### src/rtl/regfile_dump_reader.sv
// Debug companion to the CPU register file: walks registers 0..NUM_REGS-1 through one read
// port and streams them as a framed byte sequence (header, hi/lo per register, XOR checksum).
//
// state | meaning
// ------+---------------------------------------------------------------
// IDLE  | waiting for start; outputs quiet
// HDR   | header byte offered, waiting for accept
// LOAD  | rd_addr settled; rd_data captured at the edge leaving this state
// HI    | high byte of current register offered
// LO    | low byte of current register offered
// SUM   | checksum byte offered; accept ends the frame with a done pulse
module regfile_dump_reader #(
    parameter int          NUM_REGS = 16,
    parameter logic [7:0]  HEADER   = 8'hA5
) (
    input  logic        clk,
    input  logic        rst,
    input  logic        start,
    output logic [3:0]  rd_addr,
    input  logic [15:0] rd_data,
    output logic [7:0]  byte_out,
    output logic        byte_valid,
    input  logic        byte_ready,
    output logic        busy,
    output logic        done
);

    typedef enum logic [2:0] {
        IDLE,
        HDR,
        LOAD,
        HI,
        LO,
        SUM
    } state_t;

    localparam logic [3:0] LAST = 4'(NUM_REGS - 1);

    state_t      state, state_nx;
    logic [3:0]  idx, idx_nx;
    logic [3:0]  rd_addr_nx;
    logic [7:0]  csum, csum_nx;
    logic [7:0]  byte_out_nx;
    logic [15:0] data_q, data_q_nx;
    logic        byte_valid_nx;
    logic        busy_nx;
    logic        done_nx;
    logic        accept;

    assign accept = byte_valid && byte_ready;

    always_ff @(posedge clk or posedge rst) begin
        if (rst) begin
            state      <= IDLE;
            idx        <= '0;
            rd_addr    <= '0;
            csum       <= '0;
            byte_out   <= '0;
            data_q     <= '0;
            byte_valid <= 1'b0;
            busy       <= 1'b0;
            done       <= 1'b0;
        end else begin
            state      <= state_nx;
            idx        <= idx_nx;
            rd_addr    <= rd_addr_nx;
            csum       <= csum_nx;
            byte_out   <= byte_out_nx;
            data_q     <= data_q_nx;
            byte_valid <= byte_valid_nx;
            busy       <= busy_nx;
            done       <= done_nx;
        end
    end

    always_comb begin
        state_nx      = state;
        idx_nx        = idx;
        rd_addr_nx    = rd_addr;
        csum_nx       = csum;
        byte_out_nx   = byte_out;
        data_q_nx     = data_q;
        byte_valid_nx = byte_valid;
        busy_nx       = busy;
        done_nx       = 1'b0;

        case (state)
            IDLE: begin
                if (start) begin
                    state_nx      = HDR;
                    byte_out_nx   = HEADER;
                    byte_valid_nx = 1'b1;
                    busy_nx       = 1'b1;
                    csum_nx       = '0;
                    idx_nx        = '0;
                end
            end
            HDR: begin
                if (accept) begin
                    state_nx      = LOAD;
                    byte_valid_nx = 1'b0;
                    rd_addr_nx    = idx;
                end
            end
            LOAD: begin
                state_nx      = HI;
                data_q_nx     = rd_data;
                byte_out_nx   = rd_data[15:8];
                byte_valid_nx = 1'b1;
            end
            HI: begin
                if (accept) begin
                    state_nx    = LO;
                    csum_nx     = csum ^ byte_out;
                    byte_out_nx = data_q[7:0];
                end
            end
            LO: begin
                if (accept) begin
                    csum_nx = csum ^ byte_out;
                    if (idx == LAST) begin
                        // byte_out holds data_q[7:0] here, so this folds the last byte in
                        state_nx    = SUM;
                        byte_out_nx = csum ^ data_q[7:0];
                    end else begin
                        state_nx      = LOAD;
                        idx_nx        = idx + 4'd1;
                        rd_addr_nx    = idx + 4'd1;
                        byte_valid_nx = 1'b0;
                    end
                end
            end
            SUM: begin
                if (accept) begin
                    state_nx      = IDLE;
                    byte_valid_nx = 1'b0;
                    busy_nx       = 1'b0;
                    done_nx       = 1'b1;
                end
            end
            default: begin
                state_nx = IDLE;
            end
        endcase
    end

endmodule

### config.mk
export PLATFORM = sky130hd
export DESIGN_NAME = regfile_dump_reader
export DESIGN_NICKNAME = d
export VERILOG_FILES = /design/src/rtl/regfile_dump_reader.sv
export SDC_FILE = /design/constraint.sdc
export NUM_CORES = 1
export LEC_CHECK = 0
export CORE_UTILIZATION = 55
export CTS_BUF_LIST = sky130_fd_sc_hd__clkbuf_4
export DETAILED_ROUTE_END_ITERATION = 16
export GPL_TIMING_DRIVEN = 0
export PLACE_DENSITY_LB_ADDON = 0.3
export SLEW_MARGIN = 20
export SYNTH_ARGS = -nofsm -noshare
export SYNTH_HDL_FRONTEND = slang
export SYNTH_SLANG_ARGS = --single-unit
### constraint.sdc
create_clock -name clk -period 2.05 [get_ports clk]
set_input_delay 0.41 -clock clk [delete_from_list [all_inputs] [get_ports clk]]
set_output_delay 0.41 -clock clk [all_outputs]
set_load 0.03 [all_outputs]
==> results.json <==
{
  "max_freq_ghz": 0.507,
  "ff2ff_path_depth": 5,
  "cp.arrival_ps": 2230,
  "hp-class": "in2async",
  "period_share": 0.962,
  "endpoint": "idx[0]",
  "ys_ff_latch": 38,
  "insertion_delay_ps": 370,
  "cp.depth": 5,
  "place.gp.congestion": 0.864,
  "io_pins": 35,
  "chipHeight_microns": 63.9,
  "cts_buffer_depth": 2,
  "finalHoldViolations": 0,
  "synth.avg_cell_area_sq_um": 10.5,
  "rows": 22,
  "finalPower_mw": 3.56,
  "cpPeakStageDelay_ps": 480,
  "yosysWarnings": 0,
  "synth_cells": 200,
  "grt_pass1_wl_microns": 8170,
  "synthToLayoutAreaGrowth_pct": 25.1,
  "drive_above_1_share": 0.183,
  "worstPathCellList": "ha_2 > and3_4 > a2111o_1 > a21oi_2 > mux2_2",
  "placed_cell_area_sq_um": 2530,
  "setup.worst_path.start_class": "register",
  "grt_pass1_vias": 1688,
  "pre_cts_ws_ps": -148,
  "ant_nets": 0,
  "crit_buf_inv": 0,
  "cts_made_buffers": 5,
  "drt-wirelength-per-cell_microns": 16.7,
  "hold_buffers": 0,
  "report.final.slew_viol_count": 0,
  "cts_tree": "done",
  "reg2reg_from": "idx[0]",
  "die_w_microns": 63.9,
  "yosysUniqueCellTypes": 45,
  "crit_path_max_fanout": 6,
  "post-route-min-period_ps": 1970,
  "outcome": "finished clean",
  "multi_input_area_sq_um": 1050,
  "track_usage": 0.268,
  "total_leakage_power_nw": 1.13,
  "start_util": 0.575,
  "drt_first_pass_iters": 6,
  "wl_microns": 4900,
  "seqCellArea_sq_um": 951,
  "core_sq_um": 3660,
  "finish.instance_area_sq_um": 2630,
  "ys_seq_area_frac": 0.452,
  "diodes": 0,
  "ys.flop_type": "dfrtp_1",
  "ys_async_sr_fraction": 1.00,
  "nets": 267,
  "crit_family": "compound AO/OA/AOI/OAI gates",
  "setup_viol": 0,
  "timing.final.ws_setup_ps": 77.0,
  "maxCapViolations": 0,
  "r2r-end": "idx[0]",
  "drc": 0,
  "vias_per_cell": 6.08,
  "ir_drop_mv": 0.763,
  "overflow": 0,
  "worstSetupEndpointType": "register",
  "hpwl_microns": 3280,
  "tightest_slew_ps": 542,
  "cpMaxStageDelayCell": "a2111o_1",
  "critical_path_class": "reg2reg",
  "fillers": 278,
  "cts_root_buffer": "clkbuf_4",
  "path_clk_slew_ps": 130,
  "startpoint": "idx[0]",
  "antenna_found_initial": 0,
  "die_area_sq_um": 4080,
  "r2r_setup_slack_ps": 80,
  "grt_max_degree": 29,
  "required_ps": 2310,
  "p_per_area_nw_per_um2": 1350,
  "clock_sinks": 38,
  "slew_headroom": 0.639,
  "worst_clock_skew_ps": 16.2,
  "drtIter0Drc": 142,
  "netlist_area_sq_um": 2110,
  "synth-edff-count": 0,
  "portBuffers": 34,
  "syn_nets": 222,
  "via_count": 1787,
  "cts-htree-levels": 2
}
[cell usage after synthesis, types with 2 or more instances]
cell | number | share of area
dfrtp_1 | 38 | 0.45
nand3_1 | 24 | 0.057
o21ai_0 | 14 | 0.033
mux2_2 | 12 | 0.064
inv_1 | 10 | 0.018
nand4b_1 | 8 | 0.033
nand2_1 | 7 | 0.012
nand3b_1 | 7 | 0.025
mux2i_1 | 6 | 0.029
xor2_1 | 6 | 0.025
o22ai_1 | 5 | 0.015
a21oi_1 | 4 | 0.0095
a22oi_1 | 4 | 0.014
buf_2 | 4 | 0.0095
clkbuf_1 | 4 | 0.0071
mux2_4 | 4 | 0.029
xnor2_1 | 4 | 0.017
a2bb2oi_1 | 3 | 0.012
nor2_1 | 3 | 0.0053
and3_1 | 2 | 0.0059
buf_4 | 2 | 0.0071
ha_1 | 2 | 0.012
nand2b_1 | 2 | 0.0059
nor2b_1 | 2 | 0.0059
o21a_1 | 2 | 0.0071
o31ai_1 | 2 | 0.0071
[how the worst min path moves through the flow]
stage                from  cells past startpoint  slack [ps]         end
6_report              rst                      2         270     csum[6]
4_1_cts               rst                      2         280     csum[6]
5_1_grt               rst                      2         290     csum[6]
3_5_place_dp   rd_addr[2]                      1         500  rd_addr[2]
2_1_floorplan   data_q[7]                      1         500   data_q[7]
3_3_place_gp   rd_addr[1]                      1         500  rd_addr[1]
[flip-flops by register name (all words and copies together) (netlist names)]
register and cells:
busy 1, byte_valid 1, data_q 8, idx 4, state 3, byte_out 8, rd_addr 4, csum 8
done 1
[where the power goes]
| group | switching [mW] | leakage [nW] | total (mW) | internal [mW] |
|---|---|---|---|---|
| Sequential | 0.282 | 0.462 | 1.31 | 1.03 |
| Clock | 0.269 | 0.0450 | 0.522 | 0.253 |
| Combinational | 0.913 | 0.627 | 1.73 | 0.822 |
[logic make-up (layout without fill, tap and decap cells)]
| group | after synthesis | count (layout) | share of synthesized area |
|---|---|---|---|
| simple gates | 63 | 63 | 0.182 |
| compound gates | 43 | 43 | 0.141 |
| flops | 38 | 38 | 0.452 |
| mux | 22 | 22 | 0.121 |
| buf+inv | 22 | 68 | 0.0511 |
| xor+xnor | 10 | 10 | 0.0416 |
| fa+ha+maj | 2 | 2 | 0.0119 |
[cells in the final DEF, fill, tap and decap left out, drive strengths merged, types with 3 or more instances in the layout]
cell type / n
and3: 3
inv: 11
nand3b: 7
mux2i: 6
xnor2: 4
xor2: 6
nand4b: 8
mux2: 16
nor2: 4
nand2: 7
a22oi: 4
a2bb2oi: 3
clkbuf: 9
buf: 11
dfrtp: 38
o21ai: 14
o22ai: 5
clkdlybuf4s50: 34
a21oi: 5
nand3: 24
[through the flow]
step           setup TNS, ps   util  hold slack (ps)  instances
2_1_floorplan              0      -              504        200
3_3_place_gp           -3340  0.685              498        282
3_5_place_dp            -895  0.690              498        283
4_1_cts                    0  0.711              283        291
5_1_grt                -24.5  0.719              293        294
6_report                   0  0.719              273        294
[per-layer routing]
| metal | GRT usage | wire, microns |
|---|---|---|
| met5 | 0 | 0 |
| met4 | 0.128 | 97 |
| met3 | 0.0482 | 323 |
| met2 | 0.423 | 2340 |
| met1 | 0.355 | 2140 |
[layout make-up]
cell class,count,share of cell area
Multi-Input combinational cell,140,0.400
Sequential cell,38,0.361
Timing Repair Buffer,38,0.145
Buffer,11,0.0233
Tap cell,48,0.0228
Inverter,11,0.0176
Clock inverter,3,0.0152
Clock buffer,5,0.0143
[repair_timing]
item,4_1_cts,5_1_grt
setup endpoints to repair,1,4
setup buffers,0,3
cloned,0,0
pin swaps,1,1
gates resized for setup,0,2
No activity file was read; power rests on OpenSTA's default activity.
